===== config.mk =====
export PLATFORM = sky130hd
export DESIGN_NAME = enemy_wave_control
export DESIGN_NICKNAME = d
export VERILOG_FILES = /design/src/rtl/enemy_pkg.sv /design/src/rtl/img_pkg.sv /design/src/rtl/enemy_slot.sv /design/src/rtl/enemy_wave_control.sv
export SDC_FILE = /design/constraint.sdc
export NUM_CORES = 1
export LEC_CHECK = 0
export ABC_AREA = 1
export CORE_MARGIN = 10
export CORE_UTILIZATION = 30
export CTS_BUF_LIST = sky130_fd_sc_hd__clkbuf_16
export CTS_CLUSTER_SIZE = 12
export DETAILED_ROUTE_END_ITERATION = 7
export SYNTH_ARGS = -nofsm -noshare
export SYNTH_HDL_FRONTEND = slang
export SYNTH_SLANG_ARGS = --single-unit

===== constraint.sdc =====
create_clock -name clk -period 6.35 [get_ports clk]
set_clock_uncertainty 0.1 [all_clocks]
set_input_delay 1.27 -clock clk [delete_from_list [all_inputs] [get_ports clk]]
set_output_delay 1.27 -clock clk [all_outputs]
set_load 0.05 [all_outputs]

===== src/rtl/enemy_pkg.sv =====
// Enemy slot state encoding and lane geometry helper.
package enemy_pkg;

   typedef enum logic [1:0] {
      IDLE      = 2'd0,
      FLY       = 2'd1,
      DESTROYED = 2'd2,
      BREACH    = 2'd3
   } slot_state_t;

   localparam int unsigned CNT_W = 4;

   function automatic int unsigned lane_y(input int unsigned idx,
                                          input int unsigned base,
                                          input int unsigned step);
      return base + idx * step;
   endfunction

endpackage


===== src/rtl/img_pkg.sv =====
// Sprite ROM layout constants shared by the sprite consumers.
package img_pkg;

   localparam int unsigned ADR_EXPLOSION_START = 32'h0000_0800;

endpackage


===== src/rtl/enemy_slot.sv =====
// One enemy slot: flight FSM, x position and explosion countdown.
module enemy_slot
   import enemy_pkg::*;
   import img_pkg::*;
#(
   parameter int unsigned OUT_WIDTH     = 8,
   parameter int unsigned ADDRESSWIDTH  = 12,
   parameter int unsigned X_START       = 240,
   parameter int unsigned X_END         = 16,
   parameter int unsigned STEP          = 1,
   parameter int unsigned DESTROY_TIME  = 3
) (
   input  logic                    clk,
   input  logic                    rst,
   input  logic                    en,
   input  logic                    alloc,
   input  logic                    hit,
   input  logic                    speed_pulse,
   input  logic [ADDRESSWIDTH-1:0] adr_start,
   output logic [OUT_WIDTH-1:0]    x,
   output logic                    spawn,
   output logic [ADDRESSWIDTH-1:0] adr,
   output logic                    hit_evt,
   output logic                    breach_evt,
   output logic                    is_idle,
   output logic                    is_fly
);

   localparam int unsigned XW = OUT_WIDTH + 1;
   localparam logic [OUT_WIDTH-1:0]    X_START_V = OUT_WIDTH'(X_START);
   localparam logic [OUT_WIDTH-1:0]    X_END_V   = OUT_WIDTH'(X_END);
   localparam logic [OUT_WIDTH-1:0]    STEP_V    = OUT_WIDTH'(STEP);
   localparam logic [CNT_W-1:0]        DT_V      = CNT_W'(DESTROY_TIME);
   localparam logic [ADDRESSWIDTH-1:0] ADR_EXPL  = ADDRESSWIDTH'(ADR_EXPLOSION_START);

   slot_state_t      state;
   logic [CNT_W-1:0] cnt;
   logic [XW-1:0]    x_room;

   // Distance left to the base line; a step larger than this saturates.
   assign x_room     = {1'b0, x} - {1'b0, X_END_V};
   assign is_idle    = (state == IDLE);
   assign is_fly     = (state == FLY);
   assign hit_evt    = en && is_fly && hit;
   assign breach_evt = en && is_fly && !hit && (x == X_END_V);

   always_ff @(posedge clk) begin
      if (rst) begin
         state <= IDLE;
         x     <= X_START_V;
         spawn <= 1'b0;
         adr   <= adr_start;
         cnt   <= '0;
      end else if (en) begin
         case (state)
            IDLE: begin
               x     <= X_START_V;
               spawn <= 1'b0;
               if (alloc) begin
                  state <= FLY;
                  spawn <= 1'b1;
                  adr   <= adr_start;
               end
            end
            FLY: begin
               if (hit) begin
                  state <= DESTROYED;
                  cnt   <= DT_V;
                  adr   <= ADR_EXPL;
               end else if (x == X_END_V) begin
                  state <= BREACH;
                  spawn <= 1'b0;
               end else if (speed_pulse) begin
                  if (x_room < XW'(STEP_V)) x <= X_END_V;
                  else                      x <= x - STEP_V;
               end
            end
            DESTROYED: begin
               if (cnt == '0) begin
                  state <= IDLE;
                  spawn <= 1'b0;
                  x     <= X_START_V;
                  adr   <= adr_start;
               end else if (speed_pulse) begin
                  cnt <= cnt - CNT_W'(1);
               end
            end
            default: begin
               state <= IDLE;
               x     <= X_START_V;
               spawn <= 1'b0;
            end
         endcase
      end
   end

endmodule


===== src/rtl/enemy_wave_control.sv =====
// Multi-slot enemy wave controller: spawn allocation, per-slot flight and event reporting.
module enemy_wave_control
   import enemy_pkg::*;
#(
   parameter int unsigned N_ENEMY       = 4,
   parameter int unsigned OUT_WIDTH     = 8,
   parameter int unsigned ADDRESSWIDTH  = 12,
   parameter int unsigned X_ENEMY_START = 240,
   parameter int unsigned X_ENEMY_END   = 16,
   parameter int unsigned STEP          = 1,
   parameter int unsigned Y_LANE_BASE   = 32,
   parameter int unsigned Y_LANE_STEP   = 40,
   parameter int unsigned DESTROY_TIME  = 3
) (
   input  logic                              clk,
   input  logic                              rst,
   input  logic                              en,
   input  logic                              speed_pulse,
   input  logic                              spawn_pulse,
   input  logic [ADDRESSWIDTH-1:0]           adr_enemy_start,
   input  logic [N_ENEMY-1:0]                rockethit,
   output logic [N_ENEMY*OUT_WIDTH-1:0]      xenemy,
   output logic [N_ENEMY*OUT_WIDTH-1:0]      yenemy,
   output logic [N_ENEMY-1:0]                spawn,
   output logic [N_ENEMY*ADDRESSWIDTH-1:0]   adr_enemy,
   output logic                              kill_pulse,
   output logic                              breach_pulse,
   output logic                              spawn_drop,
   output logic [$clog2(N_ENEMY+1)-1:0]      alive_count
);

   localparam int unsigned CW = $clog2(N_ENEMY + 1);

   logic [N_ENEMY-1:0] alloc;
   logic [N_ENEMY-1:0] hit_evt;
   logic [N_ENEMY-1:0] breach_evt;
   logic [N_ENEMY-1:0] is_idle;
   logic [N_ENEMY-1:0] is_fly;
   logic               found;
   logic [CW-1:0]      alive_nxt;

   for (genvar g = 0; g < N_ENEMY; g++) begin : g_slot
      enemy_slot #(
         .OUT_WIDTH    (OUT_WIDTH),
         .ADDRESSWIDTH (ADDRESSWIDTH),
         .X_START      (X_ENEMY_START),
         .X_END        (X_ENEMY_END),
         .STEP         (STEP),
         .DESTROY_TIME (DESTROY_TIME)
      ) u_slot (
         .clk         (clk),
         .rst         (rst),
         .en          (en),
         .alloc       (alloc[g]),
         .hit         (rockethit[g]),
         .speed_pulse (speed_pulse),
         .adr_start   (adr_enemy_start),
         .x           (xenemy[g*OUT_WIDTH +: OUT_WIDTH]),
         .spawn       (spawn[g]),
         .adr         (adr_enemy[g*ADDRESSWIDTH +: ADDRESSWIDTH]),
         .hit_evt     (hit_evt[g]),
         .breach_evt  (breach_evt[g]),
         .is_idle     (is_idle[g]),
         .is_fly      (is_fly[g])
      );
      assign yenemy[g*OUT_WIDTH +: OUT_WIDTH] =
         OUT_WIDTH'(lane_y(g, Y_LANE_BASE, Y_LANE_STEP));
   end

   // Lowest-index idle slot takes the spawn request.
   always_comb begin
      alloc = '0;
      found = 1'b0;
      for (int i = 0; i < N_ENEMY; i++) begin
         if (!found && is_idle[i]) begin
            alloc[i] = en && spawn_pulse;
            found    = 1'b1;
         end
      end
   end

   // Population after this edge: current flyers plus new spawns minus departures.
   always_comb begin
      alive_nxt = '0;
      for (int i = 0; i < N_ENEMY; i++) begin
         if ((is_fly[i] && !hit_evt[i] && !breach_evt[i]) || alloc[i])
            alive_nxt = alive_nxt + CW'(1);
      end
   end

   always_ff @(posedge clk) begin
      if (rst) begin
         kill_pulse   <= 1'b0;
         breach_pulse <= 1'b0;
         spawn_drop   <= 1'b0;
         alive_count  <= '0;
      end else begin
         kill_pulse   <= en && (|hit_evt);
         breach_pulse <= en && (|breach_evt);
         spawn_drop   <= en && spawn_pulse && !(|is_idle);
         if (en) alive_count <= alive_nxt;
      end
   end

endmodule


==> run_summary.xml, run 1 <==
<?xml version="1.0" encoding="UTF-8"?>
<metrics>
  <group name="status">
    <metric name="outcome" unit="">finished clean</metric>
  </group>
  <group name="synthesis">
    <metric name="synth_compound_gate_area_share" unit="%">7.65</metric>
    <metric name="synth-seq-cells" unit="">114</metric>
    <metric name="synthDistinctLibCells" unit="">41</metric>
    <metric name="yosysWarningCount" unit="">0</metric>
    <metric name="post_synth_instance_area" unit="um^2">6380</metric>
    <metric name="synth-seq-area-share" unit="%">43.3</metric>
    <metric name="edff_count_synth" unit="">48</metric>
    <metric name="synth_xor_xnor_area_share" unit="%">1.79</metric>
    <metric name="number_of_instances_in_the_synthesized_netlist" unit="">841</metric>
    <metric name="post_synth.cell_area_avg" unit="um^2">7.58</metric>
    <metric name="netlist.area_leader.share" unit="%">22.6</metric>
    <metric name="synth.area.mux_share" unit="%">0</metric>
    <metric name="dominantRegCellSynth" unit="">sky130_fd_sc_hd__dfxtp_1</metric>
    <metric name="synth_top_cells_by_area" unit="">sky130_fd_sc_hd__edfxtp_1 23%, sky130_fd_sc_hd__dfxtp_1 21%, sky130_fd_sc_hd__nand2_1 13%</metric>
    <metric name="synthArstFlopShare" unit="%">0</metric>
    <metric name="synth_top_family_by_area" unit="">simple AND/OR/NAND/NOR gates</metric>
    <metric name="synth_area_leader_cell" unit="">sky130_fd_sc_hd__edfxtp_1</metric>
    <metric name="synth_fa_ha_area_share" unit="%">4.51</metric>
    <metric name="yosys.area_share.simple" unit="%">28.1</metric>
  </group>
  <group name="timing">
    <metric name="worst_slew_margin_rel" unit="%">25.6</metric>
    <metric name="setup_tns" unit="ps">0</metric>
    <metric name="finalWorstPathRequiredPeriod" unit="ps">3810</metric>
    <metric name="timing.final.crit_share" unit="%">60.0</metric>
    <metric name="finalMaxSlewViolations" unit="">0</metric>
    <metric name="timing.fmax" unit="MHz">262</metric>
    <metric name="hold_viol_final" unit="">0</metric>
    <metric name="rsz0062_at_grt" unit="">no</metric>
    <metric name="final-setup-viol-count" unit="">0</metric>
    <metric name="actual_slew_at_the_worst_max_slew_pin" unit="ps">1110</metric>
  </group>
  <group name="grt">
    <metric name="pin_count_of_the_biggest_net_entering_global_routing" unit="">37</metric>
    <metric name="antenna_violations_before_repair" unit="">0</metric>
    <metric name="via_count_of_the_first_global_routing_pass" unit="">5263</metric>
    <metric name="grtUsageTotal" unit="%">11.9</metric>
    <metric name="global_route.overflow_total" unit="">0</metric>
    <metric name="grt_first_pass_wirelength" unit="um">27100</metric>
  </group>
  <group name="drt">
    <metric name="num_vias" unit="">5393</metric>
    <metric name="drt-pass1-iter-count" unit="">5</metric>
    <metric name="finalWirelength" unit="um">16600</metric>
    <metric name="route.antenna.remaining_nets" unit="">0</metric>
    <metric name="routed_wire_length_per_instance" unit="um">13.4</metric>
    <metric name="drcViolationCount" unit="">0</metric>
    <metric name="drt-vias-per-instance" unit="">4.34</metric>
    <metric name="drt_first_iter_violations" unit="">256</metric>
  </group>
  <group name="setup_path">
    <metric name="path_cells" unit="">clkdlybuf4s50_1 &gt; nand2_2 &gt; nor2_4 &gt; nand2_1 &gt; o211ai_1 &gt; inv_1 &gt; ha_1 &gt; inv_1 &gt; nand4_1 &gt; nand2_1 &gt; inv_1 &gt; ha_1 &gt; inv_1 &gt; a21oi_1 &gt; nand2_1 &gt; a21oi_1</metric>
    <metric name="worstSetupEndpointType" unit="">flip-flop</metric>
    <metric name="timing.critical_path.fanout_max" unit="">14</metric>
    <metric name="critical-path-max-stage-delay" unit="ps">860</metric>
    <metric name="crit_slowest_cell" unit="">sky130_fd_sc_hd__clkdlybuf4s50_1</metric>
    <metric name="critical_path.n_buffers_inverters" unit="">5</metric>
    <metric name="cp_data_arrival_time" unit="ps">4060</metric>
    <metric name="timing.critical_path.required" unit="ps">6600</metric>
    <metric name="setup.worst_path.start_class" unit="">primary input</metric>
    <metric name="cp_delay_by_family_top" unit="">buffers and inverters</metric>
    <metric name="critical-path-top-cell-by-count" unit="">sky130_fd_sc_hd__inv_1</metric>
    <metric name="crit_type" unit="">primary input to flip-flop</metric>
  </group>
  <group name="die">
    <metric name="ios" unit="">143</metric>
    <metric name="floorplan.die.height" unit="um">166</metric>
    <metric name="placementRows" unit="">53</metric>
    <metric name="floorplan.die_area" unit="um^2">27500</metric>
    <metric name="core_area" unit="um^2">21000</metric>
    <metric name="start_util" unit="%">30.4</metric>
    <metric name="die_w" unit="um">166</metric>
  </group>
  <group name="layout">
    <metric name="area_growth_syn_to_layout" unit="%">28.8</metric>
    <metric name="antenna-diode-count" unit="">0</metric>
    <metric name="layout.cell_area.non_filler" unit="um^2">8210</metric>
    <metric name="design.final.nets" unit="">998</metric>
    <metric name="layout-drive-gt1-share" unit="%">9.00</metric>
  </group>
  <group name="power_and_ir_drop">
    <metric name="vdd_drop_max" unit="V">0.000192</metric>
    <metric name="static-leakage-power" unit="nW">3.92</metric>
    <metric name="power_per_cell_area" unit="nW/um^2">310</metric>
    <metric name="pwr_total" unit="mW">2.55</metric>
  </group>
  <group name="clock_network">
    <metric name="cts_hold_buf" unit="">0</metric>
    <metric name="post-cts-setup-buffers" unit="">0</metric>
    <metric name="htree_levels" unit="">4</metric>
    <metric name="cts_num_sinks" unit="">114</metric>
    <metric name="max-clock-path-buffers" unit="">2</metric>
    <metric name="root_buffer" unit="">sky130_fd_sc_hd__clkbuf_16</metric>
    <metric name="insertion_delay" unit="ps">420</metric>
    <metric name="post_cts_resized" unit="">0</metric>
    <metric name="cts.reportedPaths.clkPinSlew" unit="ps">60</metric>
    <metric name="cts_inserted_buffers" unit="">17</metric>
    <metric name="tritoncts" unit="">built</metric>
  </group>
  <group name="run">
    <metric name="maxCapViolations" unit="">0</metric>
  </group>
  <group name="placement">
    <metric name="post-dp-hpwl" unit="um">12700</metric>
    <metric name="io_buffers" unit="">110</metric>
    <metric name="globalplace.congestion" unit="">0.852</metric>
    <metric name="placement.cell_area" unit="um^2">7620</metric>
  </group>
  <group name="worst_hold_path">
    <metric name="hold_class" unit="">flip-flop to flip-flop</metric>
  </group>
</metrics>
## routing by layer
layer,share of wire [%],vias up,track usage [%]
li1,-,2825,-
met1,48,2382,15.1
met2,43,166,18.3
met3,7.2,20,3.88
met4,1.7,0,4.93
met5,0,-,0
## where the power goes
part | internal [mW] | total [mW] | switching, mW | leakage [nW]
clock network | 0.588 | 0.964 | 0.376 | 0.292
registers | 0.841 | 0.888 | 0.0471 | 1.01
logic | 0.208 | 0.697 | 0.489 | 2.61
total | 1.64 | 2.55 | 0.912 | 3.92
## per-stage QoR
stage | util, % | hold slack, ps | setup WS, ps | cells
after floorplan | - | 322 | 3240 | 871
after global placement | 36.4 | 342 | 2170 | 1210
after detailed placement | 36.4 | 348 | 2110 | 1210
after CTS | 39.2 | 358 | 2540 | 1242
after global routing | 39.2 | 385 | 2240 | 1242
final | 39.2 | 355 | 2540 | 1242
## kinds of logic after synthesis
group	after synthesis
and+or+nand+nor	397
buffers and inverters	203
DFF	114
AOI/OAI and AO/OA	89
adders and majority gates	23
xor gates and xnor gates	13
other	2
## flip-flops by register name, indices dropped and copies added, names as in the netlist
signal,flops
g_slot.u_slot.adr,48
alive_count,3
g_slot.u_slot.spawn,4
spawn_drop,1
breach_pulse,1
g_slot.u_slot.cnt,16
kill_pulse,1
g_slot.u_slot.state,8
g_slot.u_slot.x,32
## worst paths after layout
kind                                          start                              endpoint  slack (ps)  cells after the start
max                                              en           alive_count[1]$_SDFFE_PP0P_        2540                     16
min            g_slot[2].u_slot.cnt[0]$_SDFFE_PP0P_  g_slot[2].u_slot.cnt[0]$_SDFFE_PP0P_         360                      1
max reg2reg  g_slot[1].u_slot.state[0]$_SDFFE_PP0P_           alive_count[1]$_SDFFE_PP0P_        3540                     15
min reg2reg    g_slot[2].u_slot.cnt[0]$_SDFFE_PP0P_  g_slot[2].u_slot.cnt[0]$_SDFFE_PP0P_         360                      1
## cell usage after synthesis, types with 10 or more instances
cell type and number:
sky130_fd_sc_hd__nand2_1 217, sky130_fd_sc_hd__inv_1 140, sky130_fd_sc_hd__dfxtp_1 66, sky130_fd_sc_hd__nor2_1 60
sky130_fd_sc_hd__nand3_1 51, sky130_fd_sc_hd__edfxtp_1 48, sky130_fd_sc_hd__buf_4 37, sky130_fd_sc_hd__o21ai_0 33
sky130_fd_sc_hd__a21oi_1 32, sky130_fd_sc_hd__ha_1 23, sky130_fd_sc_hd__nor3_1 17, sky130_fd_sc_hd__inv_2 12
sky130_fd_sc_hd__nand2_2 12, sky130_fd_sc_hd__nand4_1 10
## placed cells by master, fill, tap and decap left out, types with 4 or more instances in the layout
| master | instances |
|---|---|
| sky130_fd_sc_hd__o21ai_1 | 7 |
| sky130_fd_sc_hd__nand2_4 | 5 |
| sky130_fd_sc_hd__nor3_1 | 17 |
| sky130_fd_sc_hd__inv_6 | 7 |
| sky130_fd_sc_hd__nor3b_1 | 4 |
| sky130_fd_sc_hd__nand3_1 | 51 |
| sky130_fd_sc_hd__o21ai_0 | 31 |
| sky130_fd_sc_hd__nor2_2 | 6 |
| sky130_fd_sc_hd__clkbuf_16 | 17 |
| sky130_fd_sc_hd__nand4_1 | 10 |
| sky130_fd_sc_hd__o22ai_1 | 4 |
| sky130_fd_sc_hd__conb_1 | 32 |
| sky130_fd_sc_hd__nand2_2 | 12 |
| sky130_fd_sc_hd__a21oi_1 | 32 |
| sky130_fd_sc_hd__edfxtp_1 | 48 |
| sky130_fd_sc_hd__clkinv_4 | 4 |
| sky130_fd_sc_hd__xnor2_1 | 4 |
| sky130_fd_sc_hd__ha_1 | 23 |
| sky130_fd_sc_hd__xor2_1 | 9 |
| sky130_fd_sc_hd__inv_1 | 140 |
| sky130_fd_sc_hd__nor2_4 | 9 |
| sky130_fd_sc_hd__dfxtp_1 | 66 |
| sky130_fd_sc_hd__o211ai_1 | 6 |
| sky130_fd_sc_hd__inv_2 | 12 |
| sky130_fd_sc_hd__nand2_1 | 217 |
| sky130_fd_sc_hd__clkdlybuf4s50_1 | 110 |
| sky130_fd_sc_hd__nor2_1 | 60 |
## final cells by class
type	instances	area (um^2)
clock buffer	17	425
clock inverter	15	171
fill	2182	12700
inverter	154	586
multi-input combinational	554	2800
sequential	114	2760
tap	275	344
timing repair buffer	113	1120
Power figures use the tool's default switching activity.
==> run 2: changes to the inputs <==
clock period = 3.5 ns   (was 6.35 ns; I/O delays follow)
==> run_summary.xml, run 2 (synthesis results as in run 1) <==
<?xml version="1.0" encoding="UTF-8"?>
<metrics>
  <group name="setup_path">
    <metric name="setup.worst_path.start_class" unit="">primary input</metric>
    <metric name="timing.reg2reg.setup_slack" unit="ps">730</metric>
    <metric name="worstSetupEndpointType" unit="">flip-flop</metric>
    <metric name="endpoint" unit="">alive_count[1]$_SDFFE_PP0P_</metric>
    <metric name="timing.critical_path.fanout_max" unit="">4</metric>
    <metric name="cp_data_arrival_time" unit="ps">3070</metric>
    <metric name="regToRegStartpoint" unit="">g_slot[1].u_slot.x[0]$_SDFFE_PP0P_</metric>
    <metric name="worstReg2RegEnd" unit="">alive_count[1]$_SDFFE_PP0P_</metric>
    <metric name="crit_type" unit="">primary input to flip-flop</metric>
    <metric name="timing.reg2reg.worst_path_depth" unit="">18</metric>
    <metric name="worstSetupStartpoint" unit="">en</metric>
    <metric name="timing.critical_path.required" unit="ps">3740</metric>
  </group>
  <group name="clock_network">
    <metric name="htree_levels" unit="">4</metric>
    <metric name="max-clock-path-buffers" unit="">2</metric>
    <metric name="tritoncts" unit="">built</metric>
    <metric name="root_buffer" unit="">sky130_fd_sc_hd__clkbuf_16</metric>
    <metric name="cts_num_sinks" unit="">114</metric>
    <metric name="cts_inserted_buffers" unit="">17</metric>
    <metric name="insertion_delay" unit="ps">420</metric>
    <metric name="post_cts_resized" unit="">0</metric>
    <metric name="post-cts-setup-buffers" unit="">0</metric>
    <metric name="cts_hold_buf" unit="">0</metric>
    <metric name="cts.reportedPaths.clkPinSlew" unit="ps">50</metric>
  </group>
  <group name="die">
    <metric name="placementRows" unit="">53</metric>
    <metric name="floorplan.die.height" unit="um">166</metric>
    <metric name="floorplan.die_area" unit="um^2">27500</metric>
    <metric name="die_w" unit="um">166</metric>
    <metric name="ios" unit="">143</metric>
    <metric name="start_util" unit="%">30.4</metric>
    <metric name="core_area" unit="um^2">21000</metric>
  </group>
  <group name="layout">
    <metric name="layout.cell_area.non_filler" unit="um^2">8210</metric>
    <metric name="largest_register" unit="">g_slot.u_slot.adr</metric>
    <metric name="area_growth_syn_to_layout" unit="%">28.7</metric>
    <metric name="largest_register_ff_count" unit="">48</metric>
    <metric name="layout_commonest_cell" unit="">sky130_fd_sc_hd__nand2_1</metric>
    <metric name="layoutNonFillerInstCount" unit="">1248</metric>
    <metric name="design.final.nets" unit="">1003</metric>
    <metric name="biggestRegsByFlops" unit="">g_slot.u_slot.adr (48), g_slot.u_slot.x (32), g_slot.u_slot.cnt (16)</metric>
    <metric name="layout_common_cells" unit="">217 x sky130_fd_sc_hd__nand2_1, 143 x sky130_fd_sc_hd__inv_1, 110 x sky130_fd_sc_hd__clkdlybuf4s50_1</metric>
    <metric name="fill_cells" unit="">2220</metric>
    <metric name="layout-drive-gt1-share" unit="%">9.05</metric>
  </group>
  <group name="grt">
    <metric name="global_route.overflow_total" unit="">0</metric>
    <metric name="pin_count_of_the_biggest_net_entering_global_routing" unit="">22</metric>
    <metric name="antenna_violations_before_repair" unit="">1</metric>
    <metric name="via_count_of_the_first_global_routing_pass" unit="">5274</metric>
    <metric name="grtUsageTotal" unit="%">11.9</metric>
    <metric name="grt_first_pass_wirelength" unit="um">27000</metric>
  </group>
  <group name="power_and_ir_drop">
    <metric name="fraction_of_power_consumed_by_combinational_cells" unit="%">28.4</metric>
    <metric name="pwr_total" unit="mW">4.49</metric>
    <metric name="power.share.sequential" unit="%">35.9</metric>
    <metric name="vdd_drop_max" unit="V">0.000358</metric>
    <metric name="power.net_switching" unit="mW">1.58</metric>
    <metric name="power.switching_fraction" unit="%">35.2</metric>
    <metric name="power_per_cell_area" unit="nW/um^2">547</metric>
    <metric name="static-leakage-power" unit="nW">3.93</metric>
    <metric name="clkPwrFrac" unit="%">35.7</metric>
    <metric name="total_internal_power" unit="mW">2.91</metric>
  </group>
  <group name="placement">
    <metric name="io_buffers" unit="">110</metric>
    <metric name="post-dp-hpwl" unit="um">12700</metric>
    <metric name="dp_cells" unit="">1215</metric>
    <metric name="placement.cell_area" unit="um^2">7650</metric>
    <metric name="globalplace.congestion" unit="">0.881</metric>
    <metric name="placement.setup.worst_slack" unit="ps">269</metric>
  </group>
  <group name="status">
    <metric name="outcome" unit="">finished clean</metric>
  </group>
  <group name="timing">
    <metric name="hold_viol_final" unit="">0</metric>
    <metric name="rsz0062_at_grt" unit="">no</metric>
    <metric name="setup_tns" unit="ps">0</metric>
    <metric name="finalMaxSlewViolations" unit="">0</metric>
    <metric name="timing.fmax" unit="MHz">354</metric>
    <metric name="timing.final.crit_share" unit="%">80.8</metric>
    <metric name="fin_ws" unit="ps">673</metric>
    <metric name="worst_slew_margin_rel" unit="%">57.5</metric>
    <metric name="finalWorstPathRequiredPeriod" unit="ps">2830</metric>
    <metric name="final-setup-viol-count" unit="">0</metric>
    <metric name="actual_slew_at_the_worst_max_slew_pin" unit="ps">637</metric>
  </group>
  <group name="drt">
    <metric name="num_vias" unit="">5455</metric>
    <metric name="drt-vias-per-instance" unit="">4.37</metric>
    <metric name="routed_wire_length_per_instance" unit="um">13.3</metric>
    <metric name="drcViolationCount" unit="">0</metric>
    <metric name="route.antenna.remaining_nets" unit="">0</metric>
    <metric name="drt-pass1-iter-count" unit="">5</metric>
    <metric name="drt_first_iter_violations" unit="">229</metric>
    <metric name="finalWirelength" unit="um">16600</metric>
  </group>
  <group name="run">
    <metric name="maxCapViolations" unit="">0</metric>
  </group>
  <group name="worst_hold_path">
    <metric name="hold_class" unit="">flip-flop to flip-flop</metric>
  </group>
</metrics>
-- run 2: cell types whose count changed in the layout (fill, tap and decap cells not counted) --
cell | previous run | this run
sky130_fd_sc_hd__buf_4 | 3 | 8
sky130_fd_sc_hd__inv_4 | 1 | 2
sky130_fd_sc_hd__clkinvlp_4 | 1 | 3
sky130_fd_sc_hd__clkbuf_16 | 17 | 18
sky130_fd_sc_hd__inv_1 | 140 | 143
sky130_fd_sc_hd__clkinv_2 | 1 | 4
sky130_fd_sc_hd__clkinv_4 | 4 | 0
sky130_fd_sc_hd__clkinv_1 | 0 | 1
sky130_fd_sc_hd__inv_6 | 7 | 1
sky130_fd_sc_hd__diode_2 | 0 | 1
sky130_fd_sc_hd__bufinv_16 | 2 | 1
sky130_fd_sc_hd__inv_8 | 1 | 0
sky130_fd_sc_hd__inv_2 | 12 | 13
-- run 2: worst min path at each step --
stage / start / endpoint / cells past startpoint
floorplan: g_slot[2].u_slot.cnt[0]$_SDFFE_PP0P_ / g_slot[2].u_slot.cnt[0]$_SDFFE_PP0P_ / 1
global placement: g_slot[2].u_slot.cnt[0]$_SDFFE_PP0P_ / g_slot[2].u_slot.cnt[0]$_SDFFE_PP0P_ / 1
detailed placement: g_slot[2].u_slot.cnt[0]$_SDFFE_PP0P_ / g_slot[2].u_slot.cnt[0]$_SDFFE_PP0P_ / 1
CTS: g_slot[2].u_slot.cnt[0]$_SDFFE_PP0P_ / g_slot[2].u_slot.cnt[0]$_SDFFE_PP0P_ / 1
global route: g_slot[2].u_slot.cnt[0]$_SDFFE_PP0P_ / g_slot[2].u_slot.cnt[0]$_SDFFE_PP0P_ / 1
finish: g_slot[2].u_slot.cnt[0]$_SDFFE_PP0P_ / g_slot[2].u_slot.cnt[0]$_SDFFE_PP0P_ / 1
-- run 2: cell type report --
| type | count | area, um^2 | area share, % |
|---|---|---|---|
| Timing Repair Buffer | 118 | 1160 | 14.2 |
| Multi-Input combinational cell | 554 | 2800 | 34.1 |
| Clock inverter | 14 | 97.6 | 1.19 |
| Inverter | 154 | 586 | 7.14 |
| Tap cell | 275 | 344 | 4.19 |
| Sequential cell | 114 | 2760 | 33.7 |
| Antenna cell | 1 | 2.50 | 0.0305 |
| Clock buffer | 18 | 450 | 5.49 |
-- run 2: per-layer routing --
layer	track usage, %	share of wire (%)	vias up
li1	-	-	2829
met1	15.7	50	2454
met2	17.7	42	156
met3	4.12	6.0	16
met4	4.24	1.4	0
met5	0	0	-
-- run 2: critical path: stages --
cell and delay, ps:
sky130_fd_sc_hd__clkdlybuf4s50_1 510, sky130_fd_sc_hd__nand2_2 110, sky130_fd_sc_hd__nor2_4 160, sky130_fd_sc_hd__nand2_1 100, sky130_fd_sc_hd__o211ai_1 140, sky130_fd_sc_hd__inv_1 80
sky130_fd_sc_hd__ha_1 320, sky130_fd_sc_hd__inv_1 70, sky130_fd_sc_hd__nand4_1 110, sky130_fd_sc_hd__nand2_1 110, sky130_fd_sc_hd__inv_1 50, sky130_fd_sc_hd__ha_1 270
sky130_fd_sc_hd__inv_1 40, sky130_fd_sc_hd__a21oi_1 120, sky130_fd_sc_hd__nand2_1 70, sky130_fd_sc_hd__a21oi_1 130
-- run 2: power by group through the flow --
stage / clock, mW / sequential [mW] / combinational (mW)
detailed placement: 0 / 1.64 / 1.28
floorplan: 0 / 1.96 / 0.619
global route: 1.71 / 1.62 / 1.40
CTS: 1.64 / 1.61 / 1.28
finish: 1.60 / 1.61 / 1.27
global placement: 0 / 1.64 / 1.27
-- run 2: metrics by stage --
| step | hold WS (ps) | utilization, % |
|---|---|---|
| after detailed placement | 348 | 36.5 |
| after global routing | 372 | 39.2 |
| after CTS | 359 | 39.1 |
| after floorplan | 322 | - |
| after global placement | 339 | 36.5 |
| final | 357 | 39.2 |
